File: src/rtl/pipe_enq_arbiter_pkg.sv
`default_nettype none
// ============================================================================
// Module      : pipe_enq_arbiter_pkg
// Description : Shared constants, types and sizing helpers for the Echo pipe
//               blocks (message width, FIFO depth, pointer/count widths).
// Revision    : 1.0 - initial release
// ============================================================================
package pipe_enq_arbiter_pkg;

    // Default pipe message width in bits.
    localparam int c_pipe_width = 96;

    // Default pipe FIFO depth (power of two, at least 2).
    localparam int c_pipe_depth = 4;

    // Pointer width for a FIFO of the given depth (log2, never below 1 bit).
    function automatic int ptr_width(input int depth);
        return (depth > 1) ? $clog2(depth) : 1;
    endfunction

    // Occupancy counter width: must hold every value 0..depth inclusive.
    function automatic int cnt_width(input int depth);
        return $clog2(depth + 1);
    endfunction

    // Pointer width for the default depth.
    localparam int c_pipe_ptr_w = ptr_width(c_pipe_depth);

    // Identifies which requester currently holds priority.
    typedef enum logic {
        c_port0 = 1'b0,
        c_port1 = 1'b1
    } port_sel_e;

endpackage : pipe_enq_arbiter_pkg
`default_nettype wire

File: src/rtl/pipe_enq_arbiter_fifo2w.sv
`default_nettype none
// ============================================================================
// Module      : l_pipe_fifo2w
// Description : DEPTH-entry FIFO with two write ports and one read port.
//               Write port A lands at the tail, write port B at the slot
//               after it, so port B is only meaningful together with port A.
//               The read port presents the head entry combinationally.
// Revision    : 1.0 - initial release
// ============================================================================
module l_pipe_fifo2w
    import pipe_enq_arbiter_pkg::*;
#(
    parameter int WIDTH = c_pipe_width,
    parameter int DEPTH = c_pipe_depth
) (
    input  logic                         clk,
    input  logic                         rst_n,
    input  logic                         i_wr_a_en,
    input  logic [WIDTH-1:0]             i_wr_a_data,
    input  logic                         i_wr_b_en,
    input  logic [WIDTH-1:0]             i_wr_b_data,
    input  logic                         i_rd_en,
    output logic [WIDTH-1:0]             o_rd_data,
    output logic [cnt_width(DEPTH)-1:0]  o_count
);

    localparam int c_ptr_w = ptr_width(DEPTH);
    localparam int c_cnt_w = cnt_width(DEPTH);

    logic [WIDTH-1:0]   r_mem [DEPTH];
    logic [c_ptr_w-1:0] r_head;
    logic [c_ptr_w-1:0] r_tail;
    logic [c_cnt_w-1:0] r_count;

    logic [c_ptr_w-1:0] w_tail_plus1;
    logic [1:0]         w_num_wr;

    // Pointers wrap naturally because DEPTH is a power of two.
    assign w_tail_plus1 = r_tail + c_ptr_w'(1);
    assign w_num_wr     = {1'b0, i_wr_a_en} + {1'b0, i_wr_b_en};

    // Storage array: contents are don't-care after reset, so no reset term.
    always_ff @(posedge clk) begin
        if (i_wr_a_en) begin
            r_mem[r_tail] <= i_wr_a_data;
        end
        if (i_wr_b_en) begin
            r_mem[w_tail_plus1] <= i_wr_b_data;
        end
    end

    // Head/tail pointers and occupancy, cleared asynchronously on reset.
    always_ff @(posedge clk or negedge rst_n) begin
        if (!rst_n) begin
            r_head  <= '0;
            r_tail  <= '0;
            r_count <= '0;
        end else begin
            r_tail  <= r_tail + c_ptr_w'(w_num_wr);
            r_head  <= r_head + c_ptr_w'(i_rd_en);
            r_count <= r_count + c_cnt_w'(w_num_wr) - c_cnt_w'(i_rd_en);
        end
    end

    assign o_rd_data = r_mem[r_head];
    assign o_count   = r_count;

endmodule : l_pipe_fifo2w
`default_nettype wire

File: src/rtl/pipe_enq_arbiter.sv
`default_nettype none
// ============================================================================
// Module      : pipe_enq_arbiter
// Description : Merges two enqueue requesters into one downstream pipe via a
//               small FIFO. Ready is derived only from FIFO occupancy (never
//               from ENA). When exactly one slot is free, a toggling priority
//               bit decides which requester may take it; when both requesters
//               enqueue together the priority port's message goes first.
// Revision    : 1.0 - initial release
// ============================================================================
module pipe_enq_arbiter
    import pipe_enq_arbiter_pkg::*;
#(
    parameter int WIDTH = c_pipe_width,
    parameter int DEPTH = c_pipe_depth
) (
    input  logic             CLK,
    input  logic             nRST,
    input  logic             in0_enq__ENA,
    input  logic [WIDTH-1:0] in0_enq_v,
    output logic             in0_enq__RDY,
    input  logic             in1_enq__ENA,
    input  logic [WIDTH-1:0] in1_enq_v,
    output logic             in1_enq__RDY,
    output logic             out_enq__ENA,
    output logic [WIDTH-1:0] out_enq_v,
    input  logic             out_enq__RDY,
    output logic             err_proto
);

    localparam int c_cnt_w = cnt_width(DEPTH);

    logic [c_cnt_w-1:0] w_count;
    logic [c_cnt_w-1:0] w_free;
    logic               w_free_one;
    logic               w_free_two;
    logic               w_out_ena;
    logic               w_rdy0;
    logic               w_rdy1;
    logic               w_acc0;
    logic               w_acc1;
    logic               w_both;
    logic               w_prio_acc;
    logic               w_proto_viol;
    logic               w_wr_a_en;
    logic               w_wr_b_en;
    logic [WIDTH-1:0]   w_wr_a_data;
    logic [WIDTH-1:0]   w_wr_b_data;
    logic [WIDTH-1:0]   w_head_data;

    port_sel_e          r_prio;
    logic               r_err_proto;

    // Downstream strobe: anything buffered and the sink can take it.
    assign w_out_ena = (w_count != '0) && out_enq__RDY;

    // Free slots this cycle, counting the slot released by a same-cycle dequeue.
    assign w_free     = c_cnt_w'(DEPTH) - w_count + c_cnt_w'(w_out_ena);
    assign w_free_one = (w_free == c_cnt_w'(1));
    assign w_free_two = (w_free >= c_cnt_w'(2));

    // Ready depends only on occupancy and priority; nRST forces both low
    // immediately, since an empty FIFO would otherwise report ready.
    assign w_rdy0 = nRST && (w_free_two || (w_free_one && (r_prio == c_port0)));
    assign w_rdy1 = nRST && (w_free_two || (w_free_one && (r_prio == c_port1)));

    assign w_acc0 = in0_enq__ENA && w_rdy0;
    assign w_acc1 = in1_enq__ENA && w_rdy1;
    assign w_both = w_acc0 && w_acc1;

    assign w_prio_acc   = (r_prio == c_port0) ? w_acc0 : w_acc1;
    assign w_proto_viol = (in0_enq__ENA && !w_rdy0) || (in1_enq__ENA && !w_rdy1);

    // Map accepted messages onto the FIFO write ports: priority port first.
    always_comb begin
        w_wr_a_en   = w_acc0 || w_acc1;
        w_wr_b_en   = w_both;
        w_wr_a_data = in0_enq_v;
        w_wr_b_data = in1_enq_v;
        if (w_both) begin
            if (r_prio == c_port1) begin
                w_wr_a_data = in1_enq_v;
                w_wr_b_data = in0_enq_v;
            end
        end else if (w_acc1) begin
            w_wr_a_data = in1_enq_v;
        end
    end

    // Priority rotates after the priority port is served, or when the single
    // free slot went unused by it, so the other port cannot be locked out.
    always_ff @(posedge CLK or negedge nRST) begin
        if (!nRST) begin
            r_prio      <= c_port0;
            r_err_proto <= 1'b0;
        end else begin
            if (w_prio_acc || w_free_one) begin
                r_prio <= (r_prio == c_port0) ? c_port1 : c_port0;
            end
            if (w_proto_viol) begin
                r_err_proto <= 1'b1;
            end
        end
    end

    l_pipe_fifo2w #(
        .WIDTH (WIDTH),
        .DEPTH (DEPTH)
    ) u_fifo (
        .clk         (CLK),
        .rst_n       (nRST),
        .i_wr_a_en   (w_wr_a_en),
        .i_wr_a_data (w_wr_a_data),
        .i_wr_b_en   (w_wr_b_en),
        .i_wr_b_data (w_wr_b_data),
        .i_rd_en     (w_out_ena),
        .o_rd_data   (w_head_data),
        .o_count     (w_count)
    );

    assign in0_enq__RDY = w_rdy0;
    assign in1_enq__RDY = w_rdy1;
    assign out_enq__ENA = w_out_ena;
    assign out_enq_v    = w_head_data;
    assign err_proto    = r_err_proto;

endmodule : pipe_enq_arbiter
`default_nettype wire
File: config.mk
export PLATFORM = sky130hd
export DESIGN_NAME = pipe_enq_arbiter
export DESIGN_NICKNAME = d
export VERILOG_FILES = /design/src/rtl/pipe_enq_arbiter_pkg.sv /design/src/rtl/pipe_enq_arbiter_fifo2w.sv /design/src/rtl/pipe_enq_arbiter.sv
export SDC_FILE = /design/constraint.sdc
export NUM_CORES = 1
export LEC_CHECK = 0
export ABC_AREA = 1
export ABC_CLOCK_PERIOD_IN_PS = 10800
export BUFFER_PORTS_ARGS = -buffer_cell sky130_fd_sc_hd__buf_2
export CAP_MARGIN = 20
export CORE_ASPECT_RATIO = 1.25
export CORE_MARGIN = 5
export CORE_UTILIZATION = 54
export DETAILED_ROUTE_END_ITERATION = 6
export HOLD_SLACK_MARGIN = 0.12
export PLACE_DENSITY = 0.75
export SETUP_SLACK_MARGIN = 0.5
export SYNTH_ARGS = -nofsm -noshare
export SYNTH_HDL_FRONTEND = slang
export SYNTH_SLANG_ARGS = --single-unit
File: constraint.sdc
create_clock -name CLK -period 10.8 [get_ports CLK]
set_input_delay 1.62 -clock CLK [delete_from_list [all_inputs] [get_ports CLK]]
set_output_delay 1.62 -clock CLK [all_outputs]
set_load 0.03 [all_outputs]
After elaboration in Yosys (flattened, before gate mapping)
Memory sizes are Yosys's and may differ from the RTL's.
Index checks and enable logic that the tools add are counted.
{"block": "classes", "add_sub_neg": 8, "order_cmp": 1, "n_eq_ne": 1, "muxes": 11, "bitwise_logic": 1, "reduce_logical": 18}
{"op": "$mux 96", "count": 5}
{"op": "$logic_and 1x1->1", "count": 10}
{"op": "$mux 1", "count": 6}
{"op": "$logic_or 1x1->1", "count": 5}
{"op": "$add 3x1->3", "count": 1}
{"op": "$add 3x2->3", "count": 1}
{"op": "$eq 3x1->1 const B", "count": 1}
{"op": "$ge 3x2->1 const B", "count": 1}
{"op": "$reduce_bool 3->1", "count": 1}
{"op": "$sub 3x1->3", "count": 1}
{"op": "$sub 3x3->3 const A", "count": 1}
{"op": "$add 1x1->2", "count": 1}
{"op": "$add 2x1->2", "count": 1}
{"op": "$add 2x1->2 const B", "count": 1}
{"op": "$add 2x2->2", "count": 1}
{"op": "$logic_not 1->1", "count": 2}
{"op": "$not 1->1", "count": 1}
{"block": "totals", "register_bits": 9, "mem_bits_rw": 384, "in_bits": 197, "output_inout_bits": 100, "word_cells": 46, "mem_count": 1}
{"memory": "u_fifo.r_mem", "depth": 4, "width": 96, "read_ports": 1, "rd_clocked_by_memory_dff": 0, "write_ports": 2, "line": "pipe_enq_arbiter_fifo2w.sv:30", "source": "logic [WIDTH-1:0] r_mem [DEPTH];"}

Depth between registers and ports, before layout
Gate-level depths: netlist of the first run.
{"block": "depth", "depth_word": 12, "mapped_depth": 20}

Hierarchy
From an unflattened synthesis of the first run, not the netlist that was laid out.
{"block": "unflattened", "cells_unflattened": 4360, "area_unflattened_um2": 28521.1}
{"mod": "l_pipe_fifo2w", "instances": 1, "cells_each": 2850, "area_each_um2": 22211.3, "seq_area_each_um2": 11706.2}
{"mod": "pipe_enq_arbiter", "instances": 1, "cells_each": 1510, "area_each_um2": 6309.8, "seq_area_each_um2": 50.0}

Worst setup path before layout of the first run
No wires, ideal clock.
{"block": "synth_timing", "path_type": "input -> register", "start": "input port out_enq__RDY", "end": "memory u_fifo.r_mem[2][0] (netlist bit) (enable)", "setup_time_ns": 0.683, "arrival_ns": 9.599, "t_required_ns": 10.117, "setup_slack_ns": 0.518, "path_stages": 11, "n_path_buf": 0, "cell_sequence": "o31ai_1 ha_1 inv_1 ha_1 inv_1 o211ai_1 nand2_1 nor2_1 inv_1 ha_1 o21ai_0"}
{"item": "from (decl)", "line": "pipe_enq_arbiter.sv:27", "source": "input logic out_enq__RDY,"}
{"item": "to (decl)", "line": "pipe_enq_arbiter_fifo2w.sv:30"}

==> summary.md, run 1 <==
| Metric | Value |
|---|---|
| Routed Antenna Nets | `0` |
| Gr usage total | `32.7%` |
| IO Pins | `297` |
| Worst-Margin Slew | `1160 ps` |
| Synth area leader | `edfxtp_1` |
| Delay-heaviest family, CP | `buffers and inverters` |
| Async SR Flop Fraction | `2.29%` |
| Synthesized area | `24100 sq um` |
| Crit path cell chain | `buf_2, o31ai_1, ha_1, inv_1, ha_1, inv_1, nand3_4, nand3_4, inv_1, ha_1, inv_6, nor2_4, inv_4, o21ai_4, buf_4` |
| Number of DRC markers in iteration 0 | `2946` |
| Worst reg2reg path startpoint | `u_fifo.o_count[2]` |
| Clk buf depth | `3` |
| Pwr dens | `268 nW/um^2` |
| First-pass GRT wire length | `127000 microns` |
| Worst Hold Path EP | `err_proto` |
| Die X | `199 microns` |
| Vias/cell | `6.02` |
| Post-DP Area | `25700 sq um` |
| Post-CTS sizing | `0` |
| Most common cell in the netlist | `nand2_1` |
| Remaining DRCs | `0` |
| Prevailing post-synth register cell | `edfxtp_1` |
| Crit path DAT | `6870 ps` |
| Share of layout cells above drive strength 1 | `11.8%` |
| Hold Path Stages | `2` |
| Worst path bufs/invs | `7` |
| Reg-to-reg endpoint | `u_fifo.r_mem[2][55]` |
| Cell Count, Final, Fillers Out | `4033` |
| Setup Fix Bufs, Post-CTS | `0` |
| HPWL Detailed | `47600 microns` |
| #FFs+latches synth | `393` |
| Critical Path RT | `10980 ps` |
| Seq/Total Area, Yosys | `48.7%` |
| CTS tree | `done` |
| Largest cells by area after synthesis | `edfxtp_1, nand2_1, o21ai_0` |
| Max frequency | `150 MHz` |
| Crit path max-delay cell type | `nor2_4` |
| R2R Setup Slk | `4600 ps` |
| Pleak | `12.7 nW` |
| Setup Crit Path Kind | `in -> reg` |
| Unique masters post-synth | `25` |
| Clk Latency, worst-skew pair | `560 ps` |
| CTS Buf Count | `40` |
| VDD IR max | `0.000181 V` |
| Die Height | `246 microns` |
| Grt ovf | `0` |
| MaxCap Viol Count | `0` |
| Final period utilization | `61.9%` |
| Avg WL per Cell | `20.5 microns` |
| Worst hold slack | `474 ps` |
| Fin Setup TNS | `0 ps` |
| ANT cells | `0` |
| Critical-path maximum fanout | `73` |
| Post-synth EDFFs | `384` |
| Via count | `24300` |
| Setup-failing EPs final | `0` |
| Syn_nets | `3512` |
| Final wirelength | `82600 microns` |
| Die area | `49100 sq um` |
| Core ar. | `44100 sq um` |
| Gp weighted congestion | `0.839` |
| Port bufs | `296` |
| CTS root buf | `clkbuf_16` |
| Final hold viol count | `0` |
| Reg2reg path depth | `14` |
| H-Tree Depth | `2` |
| Worst Hold Class | `reg -> reg` |
| CTS Hold Bufs | `0` |
| Fin nets | `3637` |
| Pin count of the biggest net entering global routing | `115` |
| Design Area, Final | `27000 sq um` |
| Placed insts | `3957` |
| Relative slew slack | `22.8%` |
| Initial Utilization | `54.7%` |
| Start point of the worst hold path | `err_proto` |
| Yosys warning count | `0` |
| Post-synth top area share | `47.8%` |
| Status | `finished, final reports clean` |
| Critical Path Max Stage Delay | `950 ps` |
| Row cnt | `86` |
| Clock transition at the registers of the reported paths | `60 ps` |
| Final slew viol count | `0` |
| Most instantiated cells after synthesis | `nand2_1, o21ai_0, edfxtp_1` |
| Clock Skew | `22.4 ps` |
| Gate Count Post-Synth | `3305` |
| Worst setup EP type | `flop` |
| Initial antenna violation count | `0` |
| Syn Area/Cell | `7.30 sq um` |
| CTS sink count | `393` |
| 1st-pass router iterations | `6` |
| Final worst path period need | `6690 ps` |
| P&R area growth vs syn | `12.1%` |
| CP startpoint kind | `input port` |
| RSZ-0062 raised after global routing | `no` |
| Vias in the first global route | `23500` |
through the flow:
stage	setup slack [ps]	util, %	power [W]
after floorplan	518	-	0.00476
after detailed placement	3690	58.2	0.00579
after global routing	3910	61.3	0.00762
after global placement	3770	58.2	0.00570
final	4110	61.3	0.00725
after CTS	4220	61.1	0.00717
sequential cells by signal, summed over array words and instances (netlist names):
| name | flops |
|---|---|
| u_fifo.r_head | 2 |
| u_fifo.r_tail | 2 |
| err_proto | 1 |
| u_fifo.o_count | 3 |
| r_prio | 1 |
| u_fifo.r_mem | 384 |
power breakdown:
group	internal, W	switching (W)	leakage (nW)
logic	0.000832	0.00262	8.46
registers	0.00223	0.000173	3.60
clock network	0.000803	0.000599	0.619
total	0.00386	0.00339	12.7
cell type report:
type                            instances  area, sq um
Clock buffer                           54         1080
Clock inverter                         19          199
Sequential cell                       393        11800
Timing Repair Buffer                  330         1800
Fill cell                            3853        17100
Tap cell                              572          716
Inverter                              218          842
Multi-Input combinational cell       2447        10600
worst reg2reg max path, cell delays in order (launching register included):
cell and delay [ps]:
dfrtp_1 430, o31ai_1 330, ha_1 220, inv_1 50, ha_1 270, inv_1 90
nand3_4 460, nand3_4 450, inv_1 220, ha_1 310, inv_6 250, nor2_4 1000
inv_4 460, o21ai_4 540, buf_4 720
how the worst max path moves through the flow:
| stage | slack (ps) | cells after the start | to | from |
|---|---|---|---|---|
| global route | 3910 | 17 | u_fifo.r_mem[2][28] | out_enq__RDY |
| global placement | 3770 | 15 | u_fifo.r_mem[2][39] | out_enq__RDY |
| CTS | 4220 | 15 | u_fifo.r_mem[2][28] | out_enq__RDY |
| detailed placement | 3690 | 15 | u_fifo.r_mem[2][40] | out_enq__RDY |
| finish | 4110 | 15 | u_fifo.r_mem[2][55] | out_enq__RDY |
| floorplan | 520 | 11 | u_fifo.r_mem[2][0] | out_enq__RDY |
cell families after synthesis:
group	synth area share [%]
DFF	48.7
adders and majority gates	0.550
AOI/OAI and AO/OA	12.7
buffers and inverters	7.53
and+or+nand+nor	30.3
xor gates and xnor gates	0.181
layer usage:
metal  wire (microns)  up-vias  share of wire [%]  GRT usage, %
li1                 -    11100                  -             -
met1            30500    11200                 37          43.6
met2            38600     1705                 47          53.0
met3            10200      251                 12          4.97
met4             3410        0                4.1          14.4
met5                0        -                  0             0
cells in the final DEF (no fill, tap or decap), drive strengths merged:
| master | instances |
|---|---|
| buf | 330 |
| edfxtp | 384 |
| xor2 | 3 |
| nand2 | 1453 |
| o21ai | 392 |
| fa | 1 |
| nand4 | 96 |
| bufinv | 4 |
| o31ai | 1 |
| o22ai | 96 |
| nand3 | 98 |
| a21oi | 97 |
| dfrtp | 9 |
| clkinv | 12 |
| ha | 9 |
| xnor2 | 2 |
| clkbuf | 54 |
| o211ai | 1 |
| inv | 219 |
| nor2 | 198 |
| clkinvlp | 2 |
No activity file was read; power rests on OpenSTA's default activity.
==> run 2: changes to the inputs <==
--- a/config.mk
+++ b/config.mk
@@ -6,7 +6,7 @@
 export NUM_CORES = 1
 export LEC_CHECK = 0
 export ABC_AREA = 1
-export ABC_CLOCK_PERIOD_IN_PS = 10800
+export ABC_CLOCK_PERIOD_IN_PS = 6600
 export BUFFER_PORTS_ARGS = -buffer_cell sky130_fd_sc_hd__buf_2
 export CAP_MARGIN = 20
 export CORE_ASPECT_RATIO = 1.25
==> constraint.sdc (replaced) <==
create_clock -name CLK -period 6.6 [get_ports CLK]
set_input_delay 0.99 -clock CLK [delete_from_list [all_inputs] [get_ports CLK]]
set_output_delay 0.99 -clock CLK [all_outputs]
set_load 0.03 [all_outputs]
==> run 2 against run 1 <==
Flip-flop and latch count did not move. Critical path depth is the same. Global-route usage decreased by 0.35 points. First-iteration DRC count shrank 18%. Via count fell by 0.30%. Cell count is essentially flat. Wire length shrank 0.80%. Sequential power grew 62%. Clock power rose by 71%. Final area is essentially flat. Sequential share of layout area barely moved. Critical endpoint is now u_fifo.r_mem[3][42]. Largest power group unchanged.
==> summary.md, run 2 (synthesized netlist as in run 1, its figures left out) <==
| Metric | Value |
|---|---|
| Status | `finished, final reports clean` |
| Commonest non-fill, non-tap cell in the layout | `nand2_1` |
| Remaining DRCs | `0` |
| Pleak | `12.7 nW` |
| Routed Antenna Nets | `0` |
| Crit path DAT | `5260 ps` |
| Via count | `24200` |
| First-pass GRT wire length | `126000 microns` |
| Setup Fix Bufs, Post-CTS | `0` |
| Fin util | `61.4%` |
| Initial Utilization | `54.7%` |
| Worst-Margin Slew | `1170 ps` |
| Final wirelength | `81900 microns` |
| Clock transition at the registers of the reported paths | `60 ps` |
| Power Internal | `0.00639 W` |
| Crit. path cell count | `15` |
| CTS tree | `done` |
| CTS Hold Bufs | `0` |
| Clk Latency, worst-skew pair | `550 ps` |
| Number of DRC markers in iteration 0 | `2426` |
| Die Height | `246 microns` |
| CTS root buf | `clkbuf_16` |
| Relative slew slack | `21.9%` |
| Fin Setup TNS | `0 ps` |
| Biggest register | `u_fifo.r_mem` |
| VDD IR max | `0.000290 V` |
| Critical Path RT | `6770 ps` |
| Final worst path period need | `5090 ps` |
| Commonest cells after routing, fill and taps aside | `nand2_1, o21ai_0, edfxtp_1` |
| Grt ovf | `0` |
| P&R area growth vs syn | `12.1%` |
| CTS sink count | `393` |
| Pin count of the biggest net entering global routing | `138` |
| Setup-failing EPs final | `0` |
| Clock power share | `20.2%` |
| Die area | `49100 sq um` |
| Initial antenna violation count | `2` |
| Clock Skew | `13.9 ps` |
| IO Pins | `297` |
| Port bufs | `296` |
| Multi-input gate area | `10600 sq um` |
| Critical-path maximum fanout | `48` |
| Critical Path Max Stage Delay | `650 ps` |
| Core ar. | `44100 sq um` |
| Crit path max-delay cell type | `buf_4` |
| FF/Latch Area | `11800 sq um` |
| Reg power frac | `32.7%` |
| HPWL Detailed | `45800 microns` |
| 1st-pass router iterations | `7` |
| Sw Ratio | `46.1%` |
| Gr usage total | `32.3%` |
| RSZ-0062 raised after global routing | `no` |
| Vias in the first global route | `24000` |
| Place WS | `1170 ps` |
| Setup Crit Path Kind | `reg -> reg` |
| Worst Hold Class | `in -> async` |
| CP startpoint kind | `flop` |
| Max frequency | `197 MHz` |
| MaxCap Viol Count | `0` |
| Final slew viol count | `0` |
| Max reg flops | `384` |
| Final period utilization | `77.1%` |
| Pwr dens | `438 nW/um^2` |
| CTS Buf Count | `40` |
| Gp weighted congestion | `0.857` |
| Final WS setup | `1510 ps` |
| H-Tree Depth | `2` |
| Share of layout cells above drive strength 1 | `11.9%` |
| Clk buf depth | `3` |
| Delay-heaviest family, CP | `buffers and inverters` |
| Fillcell total | `3856` |
| Crit path cell chain | `o31ai_1, ha_1, inv_1, ha_1, inv_1, nand3_4, nand3_4, inv_1, ha_1, inv_6, nor2_4, buf_4, inv_4, o21ai_4, buf_4` |
| Post-CTS sizing | `0` |
| Row cnt | `86` |
| Switch Pwr | `0.00547 W` |
| Worst setup EP type | `flop` |
| Combinational power share | `47.1%` |
| Vias/cell | `6.00` |
| Overall Power | `0.0119 W` |
| Die X | `199 microns` |
| Final hold viol count | `0` |
| Avg WL per Cell | `20.3 microns` |
| Fin nets | `3638` |
| Reg2reg path depth | `15` |
| Worst path bufs/invs | `7` |
run 2: worst paths after layout:
kind	slack [ps]	from	endpoint
worst max-delay path	1510	u_fifo.o_count[2]	u_fifo.r_mem[3][42]
worst min-delay path	500	nRST	u_fifo.r_head[0]
worst max register to register	1510	u_fifo.o_count[2]	u_fifo.r_mem[3][42]
worst min register to register	500	err_proto	err_proto
max in group asynchronous	4810	nRST	err_proto
min in group CLK	500	err_proto	err_proto
run 2: final cells by class:
cell class / count / area share (%)
sequential: 393 / 43.5
clock buffer: 51 / 4.08
multi-input combinational: 2447 / 39.3
inverter: 218 / 3.11
timing repair buffer: 331 / 6.46
tap: 572 / 2.64
clock inverter: 20 / 0.925
antenna: 2 / 0.0185
run 2: worst register-to-register path: cells and delay by family, from the launching register on:
family | cells | cell delay [ps]
compound gates | 2 | 490
buf+inv | 7 | 2130
flops | 1 | 430
fa+ha+maj | 3 | 780
simple gates | 3 | 850
run 2: metrics by stage:
step,hold WS (ps),std cells,instance area (sq um)
3_3_place_gp,462,3961,25700
4_1_cts,497,4032,27100
3_5_place_dp,481,3961,25700
2_1_floorplan,500,3305,24100
6_report,496,4034,27100
5_1_grt,520,4033,27100
run 2: routing by layer:
layer,global-route usage [%],wire length [microns],vias to the layer above
met2,55.3,40100,1677
met5,0,7,-
met4,13.8,3010,2
li1,-,-,11100
met1,40.3,28900,11200
met3,5.55,9980,259
run 2: power by group through the flow:
stage               combinational, W  clock (W)  sequential, W
floorplan                    0.00382          0        0.00390
global placement             0.00535          0        0.00390
detailed placement           0.00551          0        0.00392
CTS                          0.00552    0.00240        0.00387
global route                 0.00606    0.00251        0.00391
finish                       0.00558    0.00240        0.00388
